<file path="src/rtl/spi_pkg.sv">
// Shared definitions for the SPI master: FSM states, SPI mode encodings
// and the bit positions of CPOL/CPHA inside the 2-bit mode word.
package spi_pkg;

    typedef enum logic [2:0] {
        ST_IDLE  = 3'd0,
        ST_SETUP = 3'd1,
        ST_XFER  = 3'd2,
        ST_HOLD  = 3'd3,
        ST_DONE  = 3'd4
    } state_e;

    localparam int CPOL_BIT = 1;
    localparam int CPHA_BIT = 0;

    localparam logic [1:0] MODE0 = 2'b00;
    localparam logic [1:0] MODE1 = 2'b01;
    localparam logic [1:0] MODE2 = 2'b10;
    localparam logic [1:0] MODE3 = 2'b11;

endpackage

</file>
<file path="src/rtl/spi_clkgen.sv">
// Half-period tick generator. A down-counter is reloaded from div_i while
// disabled, and counts down while enabled; terminal count (zero) raises
// tick_o for one cycle and reloads, so ticks are div_i+1 cycles apart.
module spi_clkgen #(
    parameter int DIV_W = 8
) (
    input  logic             clk_i,
    input  logic             rst_i,
    input  logic             en_i,
    input  logic [DIV_W-1:0] div_i,
    output logic             tick_o
);

    logic [DIV_W-1:0] cnt_q, cnt_d;

    // Next count and terminal-count tick
    always_comb begin
        cnt_d  = cnt_q;
        tick_o = 1'b0;
        if (!en_i) begin
            cnt_d = div_i;
        end else if (cnt_q == '0) begin
            tick_o = 1'b1;
            cnt_d  = div_i;
        end else begin
            cnt_d = cnt_q - 1'b1;
        end
    end

    // Counter register
    always_ff @(posedge clk_i or posedge rst_i) begin
        if (rst_i) cnt_q <= '0;
        else       cnt_q <= cnt_d;
    end

endmodule

</file>
<file path="src/rtl/spi_master_param.sv">
// Parameterised SPI master: one word per transfer, all four SPI modes,
// MSB/LSB-first, programmable SCK rate and one-hot active-low selects.
//
//   state    | meaning
//   ---------+------------------------------------------------------
//   ST_IDLE  | waiting for start, sck = latched CPOL, mosi low
//   ST_SETUP | select asserted, one half-period before first SCK edge
//   ST_XFER  | 2*DATA_W half-periods of SCK toggling
//   ST_HOLD  | one half-period with sck idle before releasing select
//   ST_DONE  | single cycle: data_out updated, done pulsed
module spi_master_param
    import spi_pkg::*;
#(
    parameter int DATA_W = 32,
    parameter int NUM_CS = 4,
    parameter int DIV_W  = 8,
    localparam int CS_W  = (NUM_CS > 1) ? $clog2(NUM_CS) : 1
) (
    input  logic              clk,
    input  logic              rst,
    input  logic              start,
    input  logic              abort,
    input  logic [DATA_W-1:0] data_in,
    input  logic [CS_W-1:0]   cs_sel,
    input  logic [1:0]        mode,
    input  logic              lsb_first,
    input  logic [DIV_W-1:0]  clk_div,
    output logic [DATA_W-1:0] data_out,
    output logic              busy,
    output logic              done,
    input  logic              miso,
    output logic              mosi,
    output logic              sck,
    output logic [NUM_CS-1:0] cs_n
);

    localparam int HC_W = $clog2(2 * DATA_W);
    localparam logic [HC_W-1:0] HC_LAST = HC_W'(2 * DATA_W - 1);

    state_e            state_q, state_d;
    logic [DATA_W-1:0] tx_q, tx_d, rx_q, rx_d, dout_q, dout_d;
    logic [CS_W-1:0]   cs_q, cs_d;
    logic [DIV_W-1:0]  div_q, div_d;
    logic [HC_W-1:0]   hc_q, hc_d;
    logic              cpol_q, cpol_d, cpha_q, cpha_d, lsb_q, lsb_d;
    logic              sck_q, sck_d, mosi_q, mosi_d;
    logic              tick, lead, trail, sample, shift;

    assign busy     = (state_q == ST_SETUP) || (state_q == ST_XFER) || (state_q == ST_HOLD);
    assign done     = (state_q == ST_DONE);
    assign sck      = sck_q;
    assign mosi     = mosi_q;
    assign data_out = dout_q;

    // The divider is reloaded from the live input while idle so the first
    // SETUP half-period already uses the value latched with start.
    spi_clkgen #(.DIV_W(DIV_W)) u_clkgen (
        .clk_i  (clk),
        .rst_i  (rst),
        .en_i   (busy),
        .div_i  ((state_q == ST_IDLE) ? clk_div : div_q),
        .tick_o (tick)
    );

    // Active-low select decode; out-of-range indices select nothing
    always_comb begin
        cs_n = '1;
        for (int i = 0; i < NUM_CS; i++) begin
            if (busy && (int'(cs_q) == i)) cs_n[i] = 1'b0;
        end
    end

    // Next-state, SCK edge generation and shift/sample datapath
    always_comb begin
        state_d = state_q;
        tx_d    = tx_q;
        rx_d    = rx_q;
        dout_d  = dout_q;
        cs_d    = cs_q;
        div_d   = div_q;
        hc_d    = hc_q;
        cpol_d  = cpol_q;
        cpha_d  = cpha_q;
        lsb_d   = lsb_q;
        sck_d   = sck_q;
        mosi_d  = mosi_q;
        lead    = 1'b0;
        trail   = 1'b0;

        case (state_q)
            ST_IDLE: begin
                sck_d  = cpol_q;
                mosi_d = 1'b0;
                if (start && !abort) begin
                    state_d = ST_SETUP;
                    cs_d    = cs_sel;
                    div_d   = clk_div;
                    cpol_d  = mode[CPOL_BIT];
                    cpha_d  = mode[CPHA_BIT];
                    lsb_d   = lsb_first;
                    sck_d   = mode[CPOL_BIT];
                    rx_d    = '0;
                    tx_d    = data_in;
                    // CPHA=0 needs the first bit valid before the first edge
                    if (!mode[CPHA_BIT]) begin
                        mosi_d = lsb_first ? data_in[0] : data_in[DATA_W-1];
                        tx_d   = lsb_first ? (data_in >> 1) : (data_in << 1);
                    end
                end
            end
            ST_SETUP: begin
                if (tick) begin
                    state_d = ST_XFER;
                    hc_d    = HC_LAST;
                    lead    = 1'b1;
                end
            end
            ST_XFER: begin
                // Odd remaining count means the next edge returns SCK to CPOL
                if (tick) begin
                    if (hc_q == '0) begin
                        state_d = ST_HOLD;
                    end else begin
                        hc_d  = hc_q - 1'b1;
                        trail = hc_q[0];
                        lead  = !hc_q[0];
                    end
                end
            end
            ST_HOLD: begin
                if (tick) begin
                    state_d = ST_DONE;
                    dout_d  = rx_q;
                end
            end
            ST_DONE: begin
                state_d = ST_IDLE;
                mosi_d  = 1'b0;
            end
            default: state_d = ST_IDLE;
        endcase

        if (lead || trail) sck_d = ~sck_q;

        sample = cpha_q ? trail : lead;
        shift  = cpha_q ? lead  : trail;

        if (sample) begin
            rx_d = lsb_q ? {miso, rx_q[DATA_W-1:1]} : {rx_q[DATA_W-2:0], miso};
        end
        if (shift) begin
            mosi_d = lsb_q ? tx_q[0] : tx_q[DATA_W-1];
            tx_d   = lsb_q ? (tx_q >> 1) : (tx_q << 1);
        end

        if (abort && (state_q != ST_IDLE)) begin
            state_d = ST_IDLE;
            sck_d   = cpol_q;
            mosi_d  = 1'b0;
            dout_d  = dout_q;
        end
    end

    // State and datapath registers
    always_ff @(posedge clk or posedge rst) begin
        if (rst) begin
            state_q <= ST_IDLE;
            tx_q    <= '0;
            rx_q    <= '0;
            dout_q  <= '0;
            cs_q    <= '0;
            div_q   <= '0;
            hc_q    <= '0;
            cpol_q  <= 1'b0;
            cpha_q  <= 1'b0;
            lsb_q   <= 1'b0;
            sck_q   <= 1'b0;
            mosi_q  <= 1'b0;
        end else begin
            state_q <= state_d;
            tx_q    <= tx_d;
            rx_q    <= rx_d;
            dout_q  <= dout_d;
            cs_q    <= cs_d;
            div_q   <= div_d;
            hc_q    <= hc_d;
            cpol_q  <= cpol_d;
            cpha_q  <= cpha_d;
            lsb_q   <= lsb_d;
            sck_q   <= sck_d;
            mosi_q  <= mosi_d;
        end
    end

endmodule

</file>
<file path="config.mk">
export PLATFORM = sky130hd
export DESIGN_NAME = spi_master_param
export DESIGN_NICKNAME = d
export VERILOG_FILES = /design/src/rtl/spi_pkg.sv /design/src/rtl/spi_clkgen.sv /design/src/rtl/spi_master_param.sv
export SDC_FILE = /design/constraint.sdc
export NUM_CORES = 1
export LEC_CHECK = 0
export BUFFER_PORTS_ARGS = -buffer_cell sky130_fd_sc_hd__buf_2
export CAP_MARGIN = 0
export CORE_UTILIZATION = 55
export CTS_CLUSTER_SIZE = 20
export DETAILED_ROUTE_END_ITERATION = 7
export PLACE_DENSITY = 0.85
export SYNTH_ARGS = -nofsm -noshare
export SYNTH_HDL_FRONTEND = slang
export SYNTH_HIERARCHICAL = 1
export SYNTH_SLANG_ARGS = --single-unit
</file>
<file path="constraint.sdc">
create_clock -name clk -period 4.1 [get_ports clk]
set_clock_uncertainty 0.2 [all_clocks]
set_input_delay 0.205 -clock clk [delete_from_list [all_inputs] [get_ports clk]]
set_output_delay 0.205 -clock clk [all_outputs]
set_load 0.05 [all_outputs]
</file>
==> flow_summary.ini <==
[setup_path]
reg2reg_from = state_q[1]$_DFFE_PP0P_
critical_path_peak_fanout = 20
endpoint_kind = flop
cp.arrival_ns = 3.35
worstSetupPathType = reg2reg
critPathRequiredTime_ns = 4.23
worstSetupStartpointType = flop
timing.critical_path.from = state_q[1]$_DFFE_PP0P_

[logic_synthesis]
synth_ff_type = dfrtp_1
netlist_area_mm2 = 0.00706
synth_cells = 624
async_flop_share = 1.00
synth_edf_count = 0
synth_area_per_cell_um2 = 11.3
syn_nets = 677
seq_area_frac_synth = 0.453
ys_types = 51
synth_seq_cells = 128
yosys_warnings = 6

[worst_hold_path]
hold_path.class = in2reg
hp-start = data_in[9]

[timing]
setup_viol = 0
hold_violations = 0
tightest_slew_ns = 1.00
fmax_mhz = 311
finalCriticalPeriod_ns = 3.22
rsz0062_at_grt = no
period_share = 0.785
fin_tns_setup_ns = 0
worst_slack_ns = 0.883
slew_headroom = 0.332
drv_slew = 0

[route]
postRouteAntennaNets = 0
drc = 0
wl_met1_um = 6820
top_layer = met4
wirelength_um = 15500
drt-initial-drc-count = 348
via_count = 5222
wl_per_cell_um = 17.1
wl_met2_um = 7790
wl_met3_um = 621
drtPass1Iterations = 5
vias_per_cell = 5.76

[job]
cap_viol_max_count = 0

[clock_network]
htree_levels = 4
clk_latency_ns = 0.42
cts_sinks = 128
ctsResizeCount = 0
cts_tree = yes
cts_buffers = 17
root_buffer = clkbuf_16
clk_pin_slew_ns = 0.06
clock_path_buffers = 2

[floorplan]
start_util = 0.562
io_pins = 90
die_x_um = 115
row_count = 41
die_area_mm2 = 0.0133
fp.coreArea_mm2 = 0.0126
die_h_um = 115

[cells_and_area]
num-nets-final = 774
drive_gt1_frac = 0.342
fin_cells = 906
areaGrowthSynthToFinish_pct = 20.7
diodes = 0

[global_route]
grt_overflow = 0
track_usage = 0.246
grt_pass1_vias = 5318
grt_pass1_wl_um = 25400
antenna_found_initial = 0
grt_max_degree = 43

[placement]
io_buffers = 89
place_ws_ns = 0.953
gp_congestion = 0.792
dpl.cell_count = 848
place_hpwl_um = 9750

[power_and_ir_drop]
p_per_area_mw_per_mm2 = 466
p_leak_uw = 0.00407
irDropWorstVdd_v = 0.000333

[run_status]
status = finished clean
[layout make-up]
class,instances,area [um^2]
Fill cell,912,4050
Multi-Input combinational cell,443,3610
Sequential cell,128,3200
Timing Repair Buffer,123,766
Clock buffer,22,494
Tap cell,172,215
Clock inverter,10,203
Inverter,8,32.5
[layer usage]
| layer | global-route usage | vias to the layer above |
|---|---|---|
| li1 | - | 2459 |
| met5 | 0 | - |
| met4 | 0.0970 | 0 |
| met1 | 0.310 | 2607 |
| met2 | 0.410 | 129 |
| met3 | 0.0596 | 27 |
[worst max-delay path, cell delays in order, from the launching register on]
cell      delay, ns
dfrtp_1        0.52
nor2_1         0.15
nor2_1         0.28
and4_2         0.53
nor3b_1        0.23
o221ai_1       0.16
nand2_2        0.43
buf_4          0.39
mux2i_1        0.24
[power breakdown]
part           total (uW)  switching, uW  internal (uW)
clock network        1760            545           1220
logic                 685            331            354
registers            1530            138           1390
[layout by cell type (no fill, tap or decap), types with 3 or more instances in the layout]
cell,count
nand3_1,5
mux2i_1,97
bufinv_16,6
clkbuf_16,17
o21ai_1,6
dfrtp_1,127
dlygate4sd3_1,26
nand2_1,77
a221o_1,32
nor2_1,44
nor2b_1,6
inv_1,7
buf_4,8
nor3_1,8
clkbuf_8,5
ha_1,3
a21oi_1,5
mux2_2,108
nand2b_1,3
clkinv_2,3
nand3b_1,3
buf_2,89
xor2_1,5
[timing repair]
item	4_1_cts	5_1_grt
setup buffers	0	0
hold buffers	26	0
endpoints found under the hold margin	82	0
[logic make-up after synthesis]
kind of cell             count (synthesis)  share of synthesized area
multiplexers                           205                      0.310
AND/OR/NAND/NOR                        165                      0.107
flip-flops                             128                      0.453
AO/OA/AOI/OAI                           63                     0.0790
buffers and inverters                   53                     0.0365
XOR/XNOR                                 7                    0.00868
adder cells (fa/ha/maj)                  3                    0.00532
[sequential cells by signal (all words and copies together), names as in the netlist]
| register | flops |
|---|---|
| data_out | 32 |
| rx_q | 32 |
| tx_q | 32 |
| div_q | 8 |
| u_clkgen/cnt_q | 8 |
| hc_q | 6 |
| state_q | 3 |
| cs_q | 2 |
| cpha_q | 1 |
| cpol_q | 1 |
| lsb_q | 1 |
| mosi | 1 |
| sck | 1 |
[synthesized netlist by cell type, drive strengths merged, types with 3 or more instances]
library cell | count | share of area
nor2 | 44 | 0.023
and2 | 3 | 0.0027
buf | 20 | 0.019
o21ai | 8 | 0.0067
clkbuf | 25 | 0.013
mux2i | 97 | 0.14
a21oi | 5 | 0.0035
ha | 3 | 0.0053
nand2 | 79 | 0.042
dfrtp | 128 | 0.45
nand2b | 3 | 0.0027
nand3b | 3 | 0.0032
nor2b | 6 | 0.0053
inv | 8 | 0.0043
and4 | 3 | 0.0043
mux2 | 108 | 0.17
nor3 | 9 | 0.0071
xor2 | 5 | 0.0062
a221o | 32 | 0.045
nand3 | 5 | 0.0035
nor3b | 3 | 0.0046
[metrics by stage]
stage | cell area, um^2 | utilization | power, uW | hold slack (ns)
2_1_floorplan | 7060 | - | 2050 | -0.179
3_3_place_gp | 7560 | 0.602 | 2160 | -0.00726
3_5_place_dp | 7560 | 0.602 | 2200 | -0.00360
4_1_cts | 8520 | 0.678 | 3990 | 0.00353
5_1_grt | 8520 | 0.678 | 4130 | 0.0177
6_report | 8520 | 0.678 | 3970 | 0.000856
[path summary, 6_finish.rpt]
check	to	depth (start not counted)	slack (ns)
worst max register to register	rx_q[16]$_DFFE_PP0P_	8	0.88
worst max-delay path	rx_q[16]$_DFFE_PP0P_	8	0.88
max in group asynchronous	rx_q[17]$_DFFE_PP0P_	4	2.60
worst min-delay path	tx_q[9]$_DFFE_PP0P_	4	0.0009
min in group asynchronous	u_clkgen/cnt_q[1]$_DFF_PP0_	3	0.11
worst min register to register	data_out[18]$_DFFE_PP0P_	1	0.30
(Power assumes the default switching activity.)
